## config.mk

```make
export PLATFORM = sky130hd
export DESIGN_NAME = multicycle_ctrl_fsm
export DESIGN_NICKNAME = d
export VERILOG_FILES = /design/src/rtl/multicycle_ctrl_fsm.sv
export SDC_FILE = /design/constraint.sdc
export NUM_CORES = 1
export LEC_CHECK = 0
export CAP_MARGIN = 20
export CORE_MARGIN = 3
export CORE_UTILIZATION = 47
export CTS_CLUSTER_SIZE = 24
export DETAILED_ROUTE_END_ITERATION = 10
export PLACE_DENSITY = 0.85
export SLEW_MARGIN = 20
export SYNTH_ARGS = -nofsm -noshare
export SYNTH_HDL_FRONTEND = slang
export SYNTH_SLANG_ARGS = --single-unit
```

## constraint.sdc

```tcl
create_clock -name clock -period 2.2 [get_ports clock]
set_input_delay 0.55 -clock clock [delete_from_list [all_inputs] [get_ports clock]]
set_output_delay 0.55 -clock clock [all_outputs]
set_load 0.05 [all_outputs]
```

## src/rtl/multicycle_ctrl_fsm.sv

```systemverilog
// Control unit for the multi-cycle simpleCPU datapath.
// Decodes IR[3:0] and the N/Z flags into the datapath control bus. Memory
// states wait for mem_ready, a stuck memory drives the unit into a fault
// state, and completed instructions are counted.
module multicycle_ctrl_fsm #(
    parameter int WAIT_MAX     = 15,
    parameter int WAIT_W       = 4,
    parameter int CNT_W        = 16,
    parameter int ILLEGAL_TRAP = 0
) (
    input  logic             clock,
    input  logic             reset,
    input  logic [3:0]       instr,
    input  logic             N,
    input  logic             Z,
    input  logic             mem_ready,
    output logic             PCwrite,
    output logic             MemRead,
    output logic             MemWrite,
    output logic             IRload,
    output logic             OpASel,
    output logic             MDRload,
    output logic             OpABLoad,
    output logic             ALU1,
    output logic             ALUOutWrite,
    output logic             RFWrite,
    output logic             RegIn,
    output logic             FlagWrite,
    output logic [1:0]       AddrSel,
    output logic [2:0]       ALU2,
    output logic [2:0]       ALUop,
    output logic [4:0]       state,
    output logic             mem_wait,
    output logic             instr_done,
    output logic             fault,
    output logic [CNT_W-1:0] retired_count
);

    typedef enum logic [4:0] {
        S_RESET  = 5'd0,  C1       = 5'd1,  C2       = 5'd2,  C3_ASN   = 5'd3,
        C4_ASNSH = 5'd4,  C3_SHIFT = 5'd5,  C3_ORI   = 5'd6,  C4_ORI   = 5'd7,
        C5_ORI   = 5'd8,  C3_LOAD  = 5'd9,  C4_LOAD  = 5'd10, C3_STORE = 5'd11,
        C3_BPZ   = 5'd12, C3_BZ    = 5'd13, C3_BNZ   = 5'd14, C3_LDIND = 5'd15,
        C4_LDIND = 5'd16, C5_LDIND = 5'd17, C6_LDIND = 5'd18, S_FAULT  = 5'd31
    } state_t;

    state_t            state_r;
    state_t            state_next_s;
    state_t            succ_s;
    logic [WAIT_W-1:0] wait_r;
    logic [CNT_W-1:0]  retired_r;
    logic              is_mem_s;
    logic              timeout_s;

    // Opcode decode used when leaving C2; first match wins.
    function automatic state_t decode(input logic [3:0] op);
        state_t d;
        if (op == 4'b0100 || op == 4'b0110 || op == 4'b1000) d = C3_ASN;
        else if (op[2:0] == 3'b011) d = C3_SHIFT;
        else if (op[2:0] == 3'b111) d = C3_ORI;
        else if (op == 4'b0000)     d = C3_LOAD;
        else if (op == 4'b0010)     d = C3_STORE;
        else if (op == 4'b1101)     d = C3_BPZ;
        else if (op == 4'b0101)     d = C3_BZ;
        else if (op == 4'b1001)     d = C3_BNZ;
        else if (op == 4'b0001)     d = C3_LDIND;
        else                        d = (ILLEGAL_TRAP != 0) ? S_FAULT : S_RESET;
        return d;
    endfunction

    assign state         = state_r;
    assign fault         = (state_r == S_FAULT);
    assign mem_wait      = is_mem_s & ~mem_ready;
    assign retired_count = retired_r;

    // Memory-state classification and bus-timeout detection.
    always_comb begin
        is_mem_s  = (state_r == C1) || (state_r == C3_LOAD) || (state_r == C3_STORE) ||
                    (state_r == C3_LDIND) || (state_r == C5_LDIND);
        timeout_s = (WAIT_MAX > 0) && is_mem_s && !mem_ready &&
                    (wait_r == WAIT_W'(WAIT_MAX));
    end

    // Next-state logic: natural successor, held while memory is not ready.
    always_comb begin
        succ_s = S_RESET;
        case (state_r)
            S_RESET:  succ_s = C1;
            C1:       succ_s = C2;
            C2:       succ_s = decode(instr);
            C3_ASN:   succ_s = C4_ASNSH;
            C3_SHIFT: succ_s = C4_ASNSH;
            C3_ORI:   succ_s = C4_ORI;
            C4_ORI:   succ_s = C5_ORI;
            C3_LOAD:  succ_s = C4_LOAD;
            C3_LDIND: succ_s = C4_LDIND;
            C4_LDIND: succ_s = C5_LDIND;
            C5_LDIND: succ_s = C6_LDIND;
            S_FAULT:  succ_s = S_FAULT;
            default:  succ_s = C1;
        endcase
        if (is_mem_s && !mem_ready) begin
            state_next_s = timeout_s ? S_FAULT : state_r;
        end else begin
            state_next_s = succ_s;
        end
    end

    // State register.
    always_ff @(posedge clock or posedge reset) begin
        if (reset) state_r <= S_RESET;
        else       state_r <= state_next_s;
    end

    // Consecutive not-ready counter; restarts whenever the state changes.
    always_ff @(posedge clock or posedge reset) begin
        if (reset)                             wait_r <= '0;
        else if (state_next_s != state_r)      wait_r <= '0;
        else if (is_mem_s && !mem_ready)       wait_r <= wait_r + WAIT_W'(1);
        else                                   wait_r <= '0;
    end

    // Retired-instruction counter, wraps naturally.
    always_ff @(posedge clock or posedge reset) begin
        if (reset)           retired_r <= '0;
        else if (instr_done) retired_r <= retired_r + CNT_W'(1);
        else                 retired_r <= retired_r;
    end

    // Control bus decode; register-commit strobes in memory states wait for mem_ready.
    always_comb begin
        PCwrite = 1'b0; MemRead = 1'b0; MemWrite = 1'b0; IRload = 1'b0;
        OpASel = 1'b0; MDRload = 1'b0; OpABLoad = 1'b0; ALU1 = 1'b0;
        ALUOutWrite = 1'b0; RFWrite = 1'b0; RegIn = 1'b0; FlagWrite = 1'b0;
        AddrSel = 2'b00; ALU2 = 3'b000; ALUop = 3'b000; instr_done = 1'b0;
        case (state_r)
            C1: begin
                PCwrite = mem_ready; AddrSel = 2'b01; MemRead = 1'b1;
                IRload = mem_ready; ALU2 = 3'b001;
            end
            C2: OpABLoad = 1'b1;
            C3_ASN: begin
                ALU1 = 1'b1; ALUOutWrite = 1'b1; FlagWrite = 1'b1;
                case (instr)
                    4'b0110: ALUop = 3'b001;
                    4'b1000: ALUop = 3'b011;
                    default: ALUop = 3'b000;
                endcase
            end
            C3_SHIFT: begin
                ALU1 = 1'b1; ALU2 = 3'b100; ALUop = 3'b100;
                ALUOutWrite = 1'b1; FlagWrite = 1'b1;
            end
            C4_ASNSH: begin RFWrite = 1'b1; instr_done = 1'b1; end
            C3_ORI:   begin OpASel = 1'b1; OpABLoad = 1'b1; end
            C4_ORI: begin
                ALU1 = 1'b1; ALU2 = 3'b011; ALUop = 3'b010;
                ALUOutWrite = 1'b1; FlagWrite = 1'b1;
            end
            C5_ORI:   begin OpASel = 1'b1; RFWrite = 1'b1; instr_done = 1'b1; end
            C3_LOAD, C3_LDIND: begin
                AddrSel = 2'b00; MemRead = 1'b1; MDRload = mem_ready;
            end
            C4_LOAD: begin
                ALUOutWrite = 1'b1; RFWrite = 1'b1; RegIn = 1'b1; instr_done = 1'b1;
            end
            C3_STORE: begin MemWrite = 1'b1; instr_done = mem_ready; end
            C3_BPZ:   begin ALU2 = 3'b010; PCwrite = ~N; instr_done = 1'b1; end
            C3_BZ:    begin ALU2 = 3'b010; PCwrite = Z;  instr_done = 1'b1; end
            C3_BNZ:   begin ALU2 = 3'b010; PCwrite = ~Z; instr_done = 1'b1; end
            C4_LDIND: begin OpABLoad = 1'b1; RFWrite = 1'b1; RegIn = 1'b1; end
            C5_LDIND: begin
                AddrSel = 2'b10; MemRead = 1'b1; MDRload = mem_ready;
            end
            C6_LDIND: begin
                AddrSel = 2'b10; OpABLoad = 1'b1; RFWrite = 1'b1; RegIn = 1'b1;
                instr_done = 1'b1;
            end
            default: begin
                PCwrite = 1'b0;
            end
        endcase
    end

endmodule

```

==> results of run 1 <==
[cell families after synthesis]
logic type,Yosys count,synth area share
AOI/OAI and AO/OA,43,0.1816
xor gates and xnor gates,22,0.1075
adders and majority gates,2,0.01396
buffers and inverters,24,0.06215
DFF,25,0.3492
muxes,2,0.01187
and+or+nand+nor,99,0.2737
[cells in the mapped netlist (2+ instances only)]
library cell | instances | area (µm²)
sky130_fd_sc_hd__nand3_1 | 11 | 55.05
sky130_fd_sc_hd__a21oi_1 | 9 | 45.04
sky130_fd_sc_hd__and3_1 | 3 | 18.77
sky130_fd_sc_hd__buf_2 | 8 | 40.04
sky130_fd_sc_hd__xnor2_1 | 17 | 148.9
sky130_fd_sc_hd__o21ai_0 | 3 | 15.01
sky130_fd_sc_hd__ha_1 | 2 | 25.02
sky130_fd_sc_hd__a31oi_1 | 3 | 18.77
sky130_fd_sc_hd__o21ai_2 | 2 | 17.52
sky130_fd_sc_hd__a2111oi_0 | 2 | 17.52
sky130_fd_sc_hd__nor3_1 | 11 | 55.05
sky130_fd_sc_hd__a31o_2 | 2 | 17.52
sky130_fd_sc_hd__a22oi_1 | 3 | 22.52
sky130_fd_sc_hd__xor2_1 | 5 | 43.79
sky130_fd_sc_hd__nor4_1 | 4 | 25.02
sky130_fd_sc_hd__o22a_1 | 2 | 17.52
sky130_fd_sc_hd__inv_1 | 7 | 26.28
sky130_fd_sc_hd__nor2b_1 | 5 | 31.28
sky130_fd_sc_hd__dfrtp_1 | 25 | 625.6
sky130_fd_sc_hd__nand2_1 | 20 | 75.07
sky130_fd_sc_hd__nand2b_1 | 7 | 43.79
sky130_fd_sc_hd__nand4_1 | 4 | 25.02
sky130_fd_sc_hd__nor2_1 | 28 | 105.1
sky130_fd_sc_hd__buf_4 | 3 | 22.52
sky130_fd_sc_hd__buf_1 | 5 | 18.77
[what timing repair did]
item | 4_1_cts
pin swaps | 3
setup endpoints to repair | 17
hold endpoints to repair | 0
setup buffers | 6
hold buffers | 0
gates resized for setup | 19
[metrics by stage]
| stage | cells | area, µm² |
|---|---|---|
| global placement | 327 | 2974 |
| CTS | 337 | 3117 |
| detailed placement | 327 | 2974 |
| floorplan | 217 | 2066 |
==> results.cfg, run 1 <==
[clocking]
ctsRootBufferMaster = sky130_fd_sc_hd__clkbuf_8
cts.sinks = 25
tritoncts.num_buffers = 3
clockBufferDepth = 2
cts_htree_levels = 1

[yosys]
synth.yosys.warnings = 0
synth_sequential_area_ratio = 0.3492
post_synthesis_register_bit_count = 25
syn_area_um2 = 1792
avgSynthCellArea_um2 = 8.257
synth_edf_count = 0
asyncSetResetFlopFracSynth = 1.000
postSynthCellCount = 217
synth.distinct_cells = 51
syn_nets = 228
synth_top_flop_cell = sky130_fd_sc_hd__dfrtp_1

[die]
floorplan.die.width_um = 67.74
i_o_pins = 53
initial_utilization = 0.5127
placement_rows = 21
die_h_um = 67.74

[global_routing]
grt_max_degree = 26
grt_antenna_before_repair = 0

[outcome]
run.stop_error = [ERROR DPL-0033] detailed placement checks failed during check placement.
status = did not finish
lastStage = global routing (5_1_grt)

[sta]
grt_worst_setup_endpoint = ALU2[0]
timing.repair.worst_endpoint_type = primary output

[place]
count_of_input_and_output_buffers = 52
post_place_setup_slack_ns = -0.2151
place_hpwl_mm = 4.434
place.gp.congestion = 0.8193
==> inputs of run 2 (changes only) <==
Settings changed: CORE_UTILIZATION 47 to 40, CTS_CLUSTER_SIZE 24 to unset, PLACE_DENSITY 0.85 to unset, PLACE_DENSITY_LB_ADDON set to 0.15.
==> run 2 against run 1 <==
  * The flow now finishes, with violations (negative setup slack)
  * Synthesized cell count stayed put
  * Synthesized area stayed put
==> results.cfg, run 2 <==
[yosys]
synth_top_flop_cell = sky130_fd_sc_hd__dfrtp_1
synth_edf_count = 0
synth_sequential_area_ratio = 0.3492
synth_most_common_cell = sky130_fd_sc_hd__nor2_1
syn_nets = 228
synthDominantAreaCellType = sky130_fd_sc_hd__dfrtp_1
netlist.area_leader.share = 0.3492
avgSynthCellArea_um2 = 8.257
postSynthCellCount = 217
synth.area.top_cells = sky130_fd_sc_hd__dfrtp_1 (35%), sky130_fd_sc_hd__xnor2_1 (8.3%), sky130_fd_sc_hd__nor2_1 (5.9%)
asyncSetResetFlopFracSynth = 1.000
synth.distinct_cells = 51
synth.yosys.warnings = 0
post_synthesis_register_bit_count = 25
syn_area_um2 = 1792
synth_top_cells_by_count = sky130_fd_sc_hd__nor2_1 (28), sky130_fd_sc_hd__dfrtp_1 (25), sky130_fd_sc_hd__nand2_1 (20)

[power]
cellLeakagePower_nw = 1.322
power.ir.vdd_worst_uv = 1317
p_per_area_nw_per_um2 = 1598

[global_routing]
grt_antenna_before_repair = 0
grt_overflow_total = 0
grt_max_degree = 26
first_global_vias = 1845
wire_length_of_the_first_global_routing_pass_mm = 8.721
grt_util_all_layers = 0.2070

[die]
floorplan.die.width_um = 72.93
placement_rows = 23
die-area_um2 = 5318
die_h_um = 72.93
coreArea_um2 = 4173
i_o_pins = 53
initial_utilization = 0.4294

[drt]
dr.first_iter.drc_count = 131
viasPerCell = 5.500
wirelength_mm = 5.330
route.detailed.drc = 0
firstDrtPassIters = 4
ant_nets = 0
routedWlPerCell_um = 15.32
num_vias = 1914

[sta]
drv_slew = 0
tightest_slew_ns = 0.5014
rsz0062_at_grt = true
hold_viol_final = 0
finalWorstSetupSlack_ns = -0.01181
slew_headroom = 0.6647
layout_min_cycle_time_ns = 2.212
fmax_ghz = 0.4521
setup_viol_count_final = 2
clock-skew-final_ns = 0.004945
final.period_utilization = 1.005

[finish]
largest_register_ffs = 16
layout.cells.most_common = sky130_fd_sc_hd__buf_4
fin_nets = 310
drive_above_1_share = 0.4161
count_of_antenna_diodes_in_the_layout = 0
areaGrowthSynthToFinish_pct = 80.87
layout.core_utilization = 0.7766
layout.cell_area.non_filler_um2 = 3241
final_cells = 348
mostFrequentLayoutCells = sky130_fd_sc_hd__buf_4 (37), sky130_fd_sc_hd__buf_12 (27), sky130_fd_sc_hd__nor2_1 (22), sky130_fd_sc_hd__dfrtp_1 (20), sky130_fd_sc_hd__clkdlybuf4s50_1 (18)

[hold_path]
holdCritPathClass = reg2reg
min-delay-start = retired_count[15]$_DFFE_PP0P_

[clocking]
tritoncts.num_buffers = 3
cts.sinks = 25
ctsRootBufferMaster = sky130_fd_sc_hd__clkbuf_8
worst_skew_pair.late_latency_ns = 0.28
clockBufferDepth = 2
cts_htree_levels = 1
tritoncts = built
clk_transition_reported_paths_ns = 0.09
holdBufCountCts = 0

[place]
place_hpwl_mm = 3.730
place.gp.congestion = 0.8294
place_area_um2 = 2967
placedCellCount = 328
count_of_input_and_output_buffers = 52

[outcome]
status = finished with violations
failed_checks = negative setup slack

[critical_path]
cp-end-kind = output pin
worst_path_arrival_time_ns = 1.66
worst_r2r_startpoint = state[3]$_DFF_PP0_
cp-startpoint = state[3]$_DFF_PP0_
timing.critical_path.fanout_max = 8
timing.setup.critical_path_class = reg2out
cp_data_required_time_ns = 1.65
timing.critical_path.from_type = register

[job]
max-cap-violations = 0
[run 2: metal layers]
metal  global-route usage  share of wire
met5                    0              0
met3              0.04545          0.059
met2               0.3347           0.50
met4              0.02254         0.0023
met1               0.2932           0.44
[run 2: cell type report]
cell class,count,area [µm²]
Clock buffer,3,41.29
Sequential cell,25,634.4
Fill cell,271,932.1
Timing Repair Buffer,94,1134
Tap cell,50,62.56
Clock inverter,1,7.507
Inverter,7,28.78
Multi-Input combinational cell,168,1333
[run 2: timing repair]
action                                  4_1_cts  5_1_grt
setup buffers                                 6        9
pin swaps                                     4        7
endpoints found under the setup margin       13       14
endpoints found under the hold margin         0        0
gates cloned                                  1        0
gates resized for setup                      16       18
[run 2: path summary, 6_finish.rpt]
| check | slack (ns) | cells after the start | endpoint |
|---|---|---|---|
| hold / removal | 0.47 | 1 | retired_count[15]$_DFFE_PP0P_ |
| min in group asynchronous | 0.61 | 3 | state[4]$_DFF_PP0_ |
| hold reg to reg | 0.47 | 1 | retired_count[15]$_DFFE_PP0P_ |
| setup / recovery | -0.01 | 5 | OpABLoad |
| max in group asynchronous | 1.32 | 3 | state[2]$_DFF_PP0_ |
| setup reg to reg | 0.35 | 8 | retired_count[5]$_DFFE_PP0P_ |
[run 2: critical path, cell delays in order, from the launching register on]
cell and delay (ns):
sky130_fd_sc_hd__dfrtp_2 0.45, sky130_fd_sc_hd__buf_12 0.15, sky130_fd_sc_hd__buf_6 0.14, sky130_fd_sc_hd__buf_4 0.14, sky130_fd_sc_hd__a2111oi_4 0.32, sky130_fd_sc_hd__buf_12 0.18
[run 2: kinds of logic (layout without fill, tap and decap cells)]
kind of cell	after synthesis	count (layout)	share of synthesized area
and+or+nand+nor	99	99	0.2737
adders and majority gates	2	2	0.01396
xor gates and xnor gates	22	22	0.1075
muxes	2	2	0.01187
DFF	25	25	0.3492
AOI/OAI and AO/OA	43	43	0.1816
buffers and inverters	24	105	0.06215
[run 2: power by group]
| group | internal (mW) | leakage (nW) | switching, mW |
|---|---|---|---|
| Clock | 0.129 | 0.0217 | 0.156 |
| Sequential | 0.581 | 0.325 | 0.212 |
| Combinational | 1.80 | 0.975 | 2.30 |
[run 2: per-stage QoR]
step	TNS (ns)	hold WS, ns	power, mW	setup WS (ns)
3_3_place_gp	-0.5088	0.4509	4.510	-0.1492
5_1_grt	-0.3670	0.5031	5.451	-0.06058
3_5_place_dp	-0.7061	0.4609	4.543	-0.2083
4_1_cts	-0.01818	0.4786	5.030	-0.01094
2_1_floorplan	-0.5968	0.4331	3.197	-0.1573
6_report	-0.02360	0.4733	5.180	-0.01181
Note: power is estimated with default switching activity, not from simulation.
==> inputs of run 3 (changes only) <==
Settings changed: CORE_UTILIZATION 40 to 44.
==> run 3 against run 2 <==
  * The flow still finishes with violations (negative setup slack)
  * Register-to-register slack lost 0.30 ns
  * Flip-flop and latch count unchanged
  * Combinational power up 15%
  * Via count increased by 16%
  * Critical endpoint is now instr_done
==> results.cfg, run 3 (same netlist as run 2, synthesis figures left out) <==
[outcome]
status = finished with violations
failed_checks = negative setup slack

[finish]
count_of_antenna_diodes_in_the_layout = 0
sequential_cell_area_um2 = 639.4
layout.cells.most_common = sky130_fd_sc_hd__buf_4
mostFrequentLayoutCells = sky130_fd_sc_hd__buf_4 (54), sky130_fd_sc_hd__buf_12 (28), sky130_fd_sc_hd__dfrtp_1 (20), sky130_fd_sc_hd__nor2_1 (19), sky130_fd_sc_hd__clkdlybuf4s50_1 (19)
nFillCells = 152
largest_register_ffs = 16
drive_above_1_share = 0.4700
layout.core_utilization = 0.9098
area_taken_by_multi_input_logic_gates_um2 = 1399
areaGrowthSynthToFinish_pct = 92.88
fin_nets = 329

[die]
placement_rows = 22
i_o_pins = 53
die-area_um2 = 4873
floorplan.die.width_um = 69.81
coreArea_um2 = 3799
initial_utilization = 0.4717
die_h_um = 69.81

[place]
count_of_input_and_output_buffers = 52
place_hpwl_mm = 3.842
place.gp.congestion = 0.7899
post_place_setup_slack_ns = -0.2208

[drt]
wirelength_mm = 7.379
dr.first_iter.drc_count = 196
route.detailed.drc = 0
routed.top_layer = met4
routedWlPerCell_um = 20.22
viasPerCell = 6.085
met2RoutedLength_mm = 3.622
met3_length_um = 603
ant_nets = 0
firstDrtPassIters = 4
num_vias = 2221
routed_metal_1_wire_length_mm = 2.852

[power]
pwr-share-comb = 0.816
p_per_area_nw_per_um2 = 1667
p_sw_frac = 0.5148
p_switching_mw = 2.966
power.ir.vdd_worst_uv = 991.7
cellLeakagePower_nw = 1.435
share_seq_of_total_power = 0.135
power_report.internal_total_mw = 2.795
power.clock.fraction = 0.048

[critical_path]
worst_path_arrival_time_ns = 1.72
cp-end-kind = output pin
cp_data_required_time_ns = 1.65
timing.critical_path.fanout_max = 5
rr_worst_depth = 8
rrSetupSlack_ns = 0.05
timing.setup.critical_path_class = reg2out
timing.critical_path.from_type = register
worstReg2RegEnd = retired_count[11]$_DFFE_PP0P_
worst_r2r_startpoint = state[3]$_DFF_PP0_

[job]
max-cap-violations = 0

[hold_path]
timing.hold.worst_endpoint = retired_count[14]$_DFFE_PP0P_
holdCritPathClass = reg2reg
min_delay_path_depth = 1
min-delay-start = retired_count[14]$_DFFE_PP0P_

[clocking]
clk_transition_reported_paths_ns = 0.09
tritoncts = built
ctsRootBufferMaster = sky130_fd_sc_hd__clkbuf_8
cts_htree_levels = 1
holdBufCountCts = 0
clockBufferDepth = 2
worst_skew_pair.late_latency_ns = 0.27
cts.sinks = 25
tritoncts.num_buffers = 3

[sta]
layout_min_cycle_time_ns = 2.266
clock-skew-final_ns = 0.006377
rsz0062_at_grt = true
setup_viol_count_final = 5
tightest_slew_ns = 0.6611
slew_headroom = 0.5588
finalWorstSetupSlack_ns = -0.06604
final.period_utilization = 1.030
fmax_ghz = 0.4413
hold_viol_final = 0
drv_slew = 0

[global_routing]
grt_antenna_before_repair = 0
grt_max_degree = 18
wire_length_of_the_first_global_routing_pass_mm = 9.128
grt_util_all_layers = 0.2276
grt_overflow_total = 0
first_global_vias = 1918
## run 3: layout make-up
cell class              count  share of cell area
flip-flops and latches     25              0.1850
clock buffers               4             0.01303
inverters                   7            0.008327
repair buffers            113              0.3715
well taps                  48             0.01738
multi-input cells         168              0.4048
## run 3: worst max-delay path by stage
stage,depth (start not counted),endpoint,startpoint
6_report,6,instr_done,state[3]$_DFF_PP0_
2_1_floorplan,4,PCwrite,state[3]$_DFF_PP0_
3_5_place_dp,5,ALUop[1],instr[1]
4_1_cts,5,instr_done,state[3]$_DFF_PP0_
5_1_grt,6,instr_done,state[3]$_DFF_PP0_
3_3_place_gp,5,ALUop[1],instr[1]
## run 3: timing repair
item                       in CTS  in global routing
cloned                          0                  0
gates resized for setup        16                 41
hold endpoints to repair        0                  0
pin swaps                       3                 14
buffers inserted               13                 17
setup endpoints to repair      15                 17
## run 3: stage by stage
| step | cell area [µm²] | cells | hold WS (ns) | setup TNS (ns) | power (mW) |
|---|---|---|---|---|---|
| after floorplan | 2066 | 217 | 0.4331 | -0.5968 | 3.197 |
| after global placement | 2999 | 332 | 0.4411 | -0.7142 | 4.533 |
| after detailed placement | 2999 | 332 | 0.4775 | -1.177 | 4.581 |
| after CTS | 3169 | 349 | 0.4894 | 0 | 5.063 |
| after global routing | 3456 | 365 | 0.5116 | -0.7053 | 5.950 |
| final | 3456 | 365 | 0.4970 | -0.1691 | 5.760 |
## run 3: worst max-delay path, cell delays in order (launching register included)
cell and delay [ns]:
sky130_fd_sc_hd__dfrtp_4 0.51, sky130_fd_sc_hd__buf_12 0.14, sky130_fd_sc_hd__buf_4 0.14, sky130_fd_sc_hd__and3b_2 0.23, sky130_fd_sc_hd__o21ai_2 0.14, sky130_fd_sc_hd__o21ai_2 0.11, sky130_fd_sc_hd__buf_12 0.16
## run 3: power groups by stage
stage          sequential [mW]  clock [mW]  combinational (mW)
5_1_grt                  0.791       0.296                4.86
6_report                 0.781       0.277                4.70
4_1_cts                  0.812       0.271                3.98
2_1_floorplan             1.03           0                2.17
3_3_place_gp             0.879           0                3.65
3_5_place_dp             0.891           0                3.69
## run 3: routing by layer
| metal | vias up | global-route usage |
|---|---|---|
| met5 | - | 0 |
| li1 | 967 | - |
| met3 | 26 | 0.03768 |
| met1 | 1075 | 0.2988 |
| met2 | 153 | 0.3956 |
| met4 | 0 | 0.04255 |
==> inputs of run 4 (changes only) <==
Settings changed: SLEW_MARGIN 20 to 30.
==> results of run 4 <==
The final DEF is identical to that of run 3; final timing and power are the same.
